**config.mk**
```make
export PLATFORM = sky130hd
export DESIGN_NAME = scaledclock_monitor
export DESIGN_NICKNAME = d
export VERILOG_FILES = /design/src/rtl/scaledclock_monitor.sv
export SDC_FILE = /design/constraint.sdc
export NUM_CORES = 1
export LEC_CHECK = 0
export BUFFER_PORTS_ARGS = -buffer_cell sky130_fd_sc_hd__buf_4
export CORE_UTILIZATION = 35
export DETAILED_ROUTE_END_ITERATION = 12
export PLACE_DENSITY = 0.61
export REMOVE_ABC_BUFFERS = 1
export SLEW_MARGIN = 15
export SYNTH_ARGS = -nofsm -noshare
export SYNTH_HDL_FRONTEND = slang
export SYNTH_SLANG_ARGS = --single-unit
```
**constraint.sdc**
```tcl
create_clock -name clock -period 2.05 [get_ports clock]
set_input_delay 0.1025 -clock clock [delete_from_list [all_inputs] [get_ports clock]]
set_output_delay 0.1025 -clock clock [all_outputs]
set_load 0.01 [all_outputs]
```
**src/rtl/scaledclock_monitor.sv**
```systemverilog
// Receive-side monitor for a divided clock: synchronizes it into the fast clock domain, emits
// edge ticks, measures each half-period and tracks lock/loss against an expected half-period.
module scaledclock_monitor #(
    parameter int unsigned EXP_HALF   = 50,
    parameter int unsigned TOL        = 2,
    parameter int unsigned LOCK_COUNT = 4,
    parameter int unsigned CNT_W      = 8
) (
    input  logic             clock,
    input  logic             resetn,
    input  logic             enable,
    input  logic             scaledclk,
    output logic             rise_tick,
    output logic             fall_tick,
    output logic [CNT_W-1:0] half_period,
    output logic             locked,
    output logic             lost
);

    localparam int unsigned      MatchW     = $clog2(LOCK_COUNT + 1);
    localparam logic [CNT_W-1:0] TolLo      = CNT_W'(EXP_HALF - TOL);
    localparam logic [CNT_W-1:0] TolHi      = CNT_W'(EXP_HALF + TOL);
    localparam logic [CNT_W-1:0] TimeoutCnt = CNT_W'(EXP_HALF + TOL + 1);
    localparam logic [MatchW-1:0] LockLast  = MatchW'(LOCK_COUNT - 1);

    typedef enum logic [1:0] {StIdle, StHunt, StLocked, StLost} state_e;

    state_e            state;
    logic              s1, s2, s3;
    logic [CNT_W-1:0]  cnt;
    logic              primed;
    logic [MatchW-1:0] match;

    logic sc_edge, sc_rise, sc_fall, in_tol, meas, timeout;

    assign sc_edge = s2 ^ s3;
    assign sc_rise = s2 & ~s3;
    assign sc_fall = ~s2 & s3;
    // A saturated count is never a believable half-period, whatever the window.
    assign in_tol  = (cnt >= TolLo) && (cnt <= TolHi) && (cnt != '1);
    assign meas    = sc_edge & enable & primed;
    assign timeout = ~sc_edge & (cnt == TimeoutCnt);

    always_ff @(posedge clock) begin
        if (!resetn) begin
            s1 <= 1'b0;
            s2 <= 1'b0;
            s3 <= 1'b0;
        end else begin
            s1 <= scaledclk;
            s2 <= s1;
            s3 <= s2;
        end
    end

    always_ff @(posedge clock) begin
        if (!resetn || !enable) begin
            cnt    <= '0;
            primed <= 1'b0;
        end else if (sc_edge) begin
            cnt    <= CNT_W'(1);
            primed <= 1'b1;
        end else if (cnt != '1) begin
            cnt    <= cnt + 1'b1;
        end
    end

    always_ff @(posedge clock) begin
        if (!resetn) begin
            state       <= StIdle;
            match       <= '0;
            locked      <= 1'b0;
            lost        <= 1'b0;
            half_period <= '0;
            rise_tick   <= 1'b0;
            fall_tick   <= 1'b0;
        end else begin
            rise_tick <= sc_rise & enable;
            fall_tick <= sc_fall & enable;
            if (meas) half_period <= cnt;

            if (!enable) begin
                state  <= StIdle;
                match  <= '0;
                locked <= 1'b0;
                lost   <= 1'b0;
            end else begin
                unique case (state)
                    StIdle: state <= StHunt;
                    StHunt: begin
                        if (meas) begin
                            if (in_tol) begin
                                match <= match + 1'b1;
                                if (match == LockLast) begin
                                    state  <= StLocked;
                                    locked <= 1'b1;
                                end
                            end else begin
                                match <= '0;
                            end
                        end
                    end
                    StLocked: begin
                        // An edge in the threshold cycle is judged on its measurement alone.
                        if ((meas && !in_tol) || timeout) begin
                            state  <= StLost;
                            locked <= 1'b0;
                            lost   <= 1'b1;
                        end
                    end
                    StLost: begin
                        if (sc_edge) begin
                            state <= StHunt;
                            match <= (meas && in_tol) ? MatchW'(1) : '0;
                        end
                    end
                    default: state <= StIdle;
                endcase
            end
        end
    end

endmodule

```
==> summary.txt <==
Outcome
  • Status: complete, no violations

Cells and area
  • Flip-flop and latch area: 580.6 um^2
  • Ratio of cells with drive above 1 in the final layout: 19.34%
  • NumNets Final: 195
  • Diodes inserted: 0
  • Fill count: 399
  • Post-route cell area: 0.001733 mm^2
  • Final Non-Filler Cells: 231
  • Area delta synth->final: 16.58%
  • Core Util, Final: 43.01%
  • Multi-input gate area: 815.8 um^2

Clock network
  • CTS Buffer Depth: 2
  • Clock transition at path regs: 0.06 ns
  • Post-CTS Setup Repair Bufs: 0
  • H-tree depth: 2
  • Clock Latency Late Sink: 0.28 ns
  • Clock sink count: 29
  • CTS tree: yes
  • Clk root buf: clkbuf_8
  • Post-CTS Hold Fix Bufs: 0
  • CTS Buf Count: 5

Floorplanning
  • Core box area: 0.004029 mm^2
  • FP Rows: 23
  • Top-Level Pins: 16
  • Die area: 0.004512 mm^2
  • Die width: 67.17 um
  • Die height: 67.17 um
  • Starting Density: 36.89%

Pwr
  • Combinational share of power: 7.2%
  • LEAKAGE: 0.6428 nW
  • Power Density: 683.3 mW/mm^2
  • Final total power: 1.184 mW
  • Register share of total power: 49.2%
  • Clock share of power: 43.6%
  • Sw frac: 22.80%
  • Peak VDD IR: 0.2585 mV
  • Int Power: 0.9140 mW
  • P_sw: 0.2700 mW

Route
  • DRC errors left: 0
  • Vias per Instance: 5.095
  • Post-route antenna net violation count: 0
  • DR WL/cell: 12.89 um
  • Drt pass-1 iters: 4
  • Routed vias: 1177
  • Routed Wire Length: 2.978 mm
  • DR iter-0 viols: 40

Synthesis
  • Yosys top cell area share: 39.06%
  • Mux contribution to synthesized area: 0.6734%
  • Most common cell in the synthesized netlist: dfxtp_1
  • Fraction of registers with async set/reset: 0%
  • Post-synth cell types: 42
  • EDFF count, synth: 0
  • Synth Area in Adders: 9.259%
  • Synth Flop Type: dfxtp_1
  • Synth Area in XOR/XNOR: 1.178%
  • Synth cell count leaders: 29 x dfxtp_1, 23 x nand2_1, 12 x inv_1, 11 x ha_1, 9 x nor2_1
  • Seq cells post-synth: 29
  • Synth Area in Simple Gates: 24.75%
  • Compound-gate portion of the synthesized area: 17.76%
  • Syn Area/Cell: 9.119 um^2
  • Synth Instances: 163
  • Area leader, netlist: dfxtp_1
  • Largest family of logic cells by synthesized area: simple AND/OR/NAND/NOR gates
  • Post-synthesis cell area: 0.001486 mm^2
  • Top cells by area, synth: dfxtp_1 39%, ha_1 9.3%, nand2_1 5.8%
  • Sequential element share of the synthesized area: 39.06%
  • Yosys warns: 0

Placement
  • Hpwl dp: 2.179 mm
  • Routability cong.: 0.7877
  • Port Buf Inserts: 15
  • Placed cell count: 223
  • DP Area: 0.001613 mm^2
  • Pre-CTS WS: -0.02701 ns

Global routing
  • Vias in the first global route: 1073
  • Total Routing Usage GR: 14.70%
  • Largest net degree at the start of global routing: 16
  • First-pass GRT wire length: 4.705 mm
  • GRT overflow: 0
  • Antenna violations before repair: 0

Run
  • Max_cap viols: 0

STA
  • Period utilisation layout: 93.58%
  • Clock Skew: 0.005579 ns
  • Post-layout min period: 1.918 ns
  • F_max: 521.3 MHz
  • Slew @ Worst Pin: 0.3845 ns
  • Worst slew margin: 74.13%
  • Hold_ws: 0.02743 ns
  • RSZ-0062 raised after global routing: false
  • Final hold violation count: 0
  • Setup-failing EPs final: 0
  • Worst setup margin: 0.1316 ns
  • TNS Setup: 0 ns
  • Final Max Tran Viols: 0

Worst setup path
  • Critical Path AT: 2.10 ns
  • CP Class: reg2reg
  • Max FO, Critical Path: 6
  • Worst Setup End Kind: flip-flop
  • Critical Path RT: 2.23 ns
  • Startpoint Class: flip-flop

Min path
  • Worst Hold Class: in2reg
[final cells by class]
class / count / share of cell area (%)
inverter: 12 / 2.599
tap: 50 / 3.610
clock buffer: 7 / 5.560
multi-input combinational: 115 / 47.08
sequential: 29 / 33.50
clock inverter: 1 / 0.2888
timing repair buffer: 17 / 7.365
[critical path, cell delays in order, from the launching register on]
cell and delay [ns]:
dfxtp_1 0.36, inv_1 0.11, ha_1 0.17, and2b_2 0.24, o41a_1 0.42, a31o_1 0.23, a211oi_1 0.29
[path summary, 6_finish.rpt]
check	from	to	slack, ns	cells after the start
setup reg to reg	cnt[0]$_SDFFE_PN0P_	state[1]$_SDFFE_PN0P_	0.13	6
hold / removal	scaledclk	s1$_SDFF_PN0_	0.03	2
setup / recovery	cnt[0]$_SDFFE_PN0P_	state[1]$_SDFFE_PN0P_	0.13	6
hold reg to reg	s1$_SDFF_PN0_	s2$_SDFF_PN0_	0.44	1
[cell families (layout without fill, tap and decap cells)]
| kind of cell | count (synthesis) | count (layout) |
|---|---|---|
| and+or+nand+nor | 67 | 67 |
| muxes | 1 | 1 |
| buffers and inverters | 19 | 37 |
| DFF | 29 | 29 |
| AOI/OAI and AO/OA | 34 | 34 |
| adders and majority gates | 11 | 11 |
| xor gates and xnor gates | 2 | 2 |
[routing by layer]
| metal | global-route usage (%) | vias to the layer above | share of wire [%] |
|---|---|---|---|
| li1 | - | 602 | - |
| met1 | 15.39 | 545 | 44 |
| met2 | 24.50 | 23 | 49 |
| met3 | 5.574 | 7 | 4.4 |
| met4 | 9.574 | 0 | 2.7 |
| met5 | 0 | - | 0 |
[sequential cells by signal (all words and copies together), names as in the netlist]
| name | count |
|---|---|
| s2 | 1 |
| lost | 1 |
| half_period | 8 |
| state | 2 |
| fall_tick | 1 |
| match | 3 |
| rise_tick | 1 |
| s3 | 1 |
| cnt | 8 |
| s1 | 1 |
| locked | 1 |
| primed | 1 |
[what timing repair did]
item | 4_1_cts | 5_1_grt
gates resized for setup | 1 | 3
endpoints found under the setup margin | 2 | 3
gates cloned | 0 | 0
[power groups by stage]
| stage | Combinational (mW) | Clock (mW) | Sequential (mW) |
|---|---|---|---|
| final | 0.0850 | 0.517 | 0.582 |
| after global placement | 0.0765 | 0 | 0.594 |
| after CTS | 0.0826 | 0.535 | 0.582 |
| after global routing | 0.0944 | 0.559 | 0.583 |
| after detailed placement | 0.0815 | 0 | 0.594 |
| after floorplan | 0.0569 | 0 | 0.592 |
[layout by cell type, fill, tap and decap left out, drive strengths merged, types with 4 or more instances in the layout]
cell    instances
clkbuf          7
buf            17
nand3           5
nor2            9
nor3            4
o21ai           4
a21oi           8
dfxtp          29
nor4            4
ha             11
and3            4
inv            12
nand2          24
a21boi          9
No activity file was read; power rests on OpenSTA's default activity.
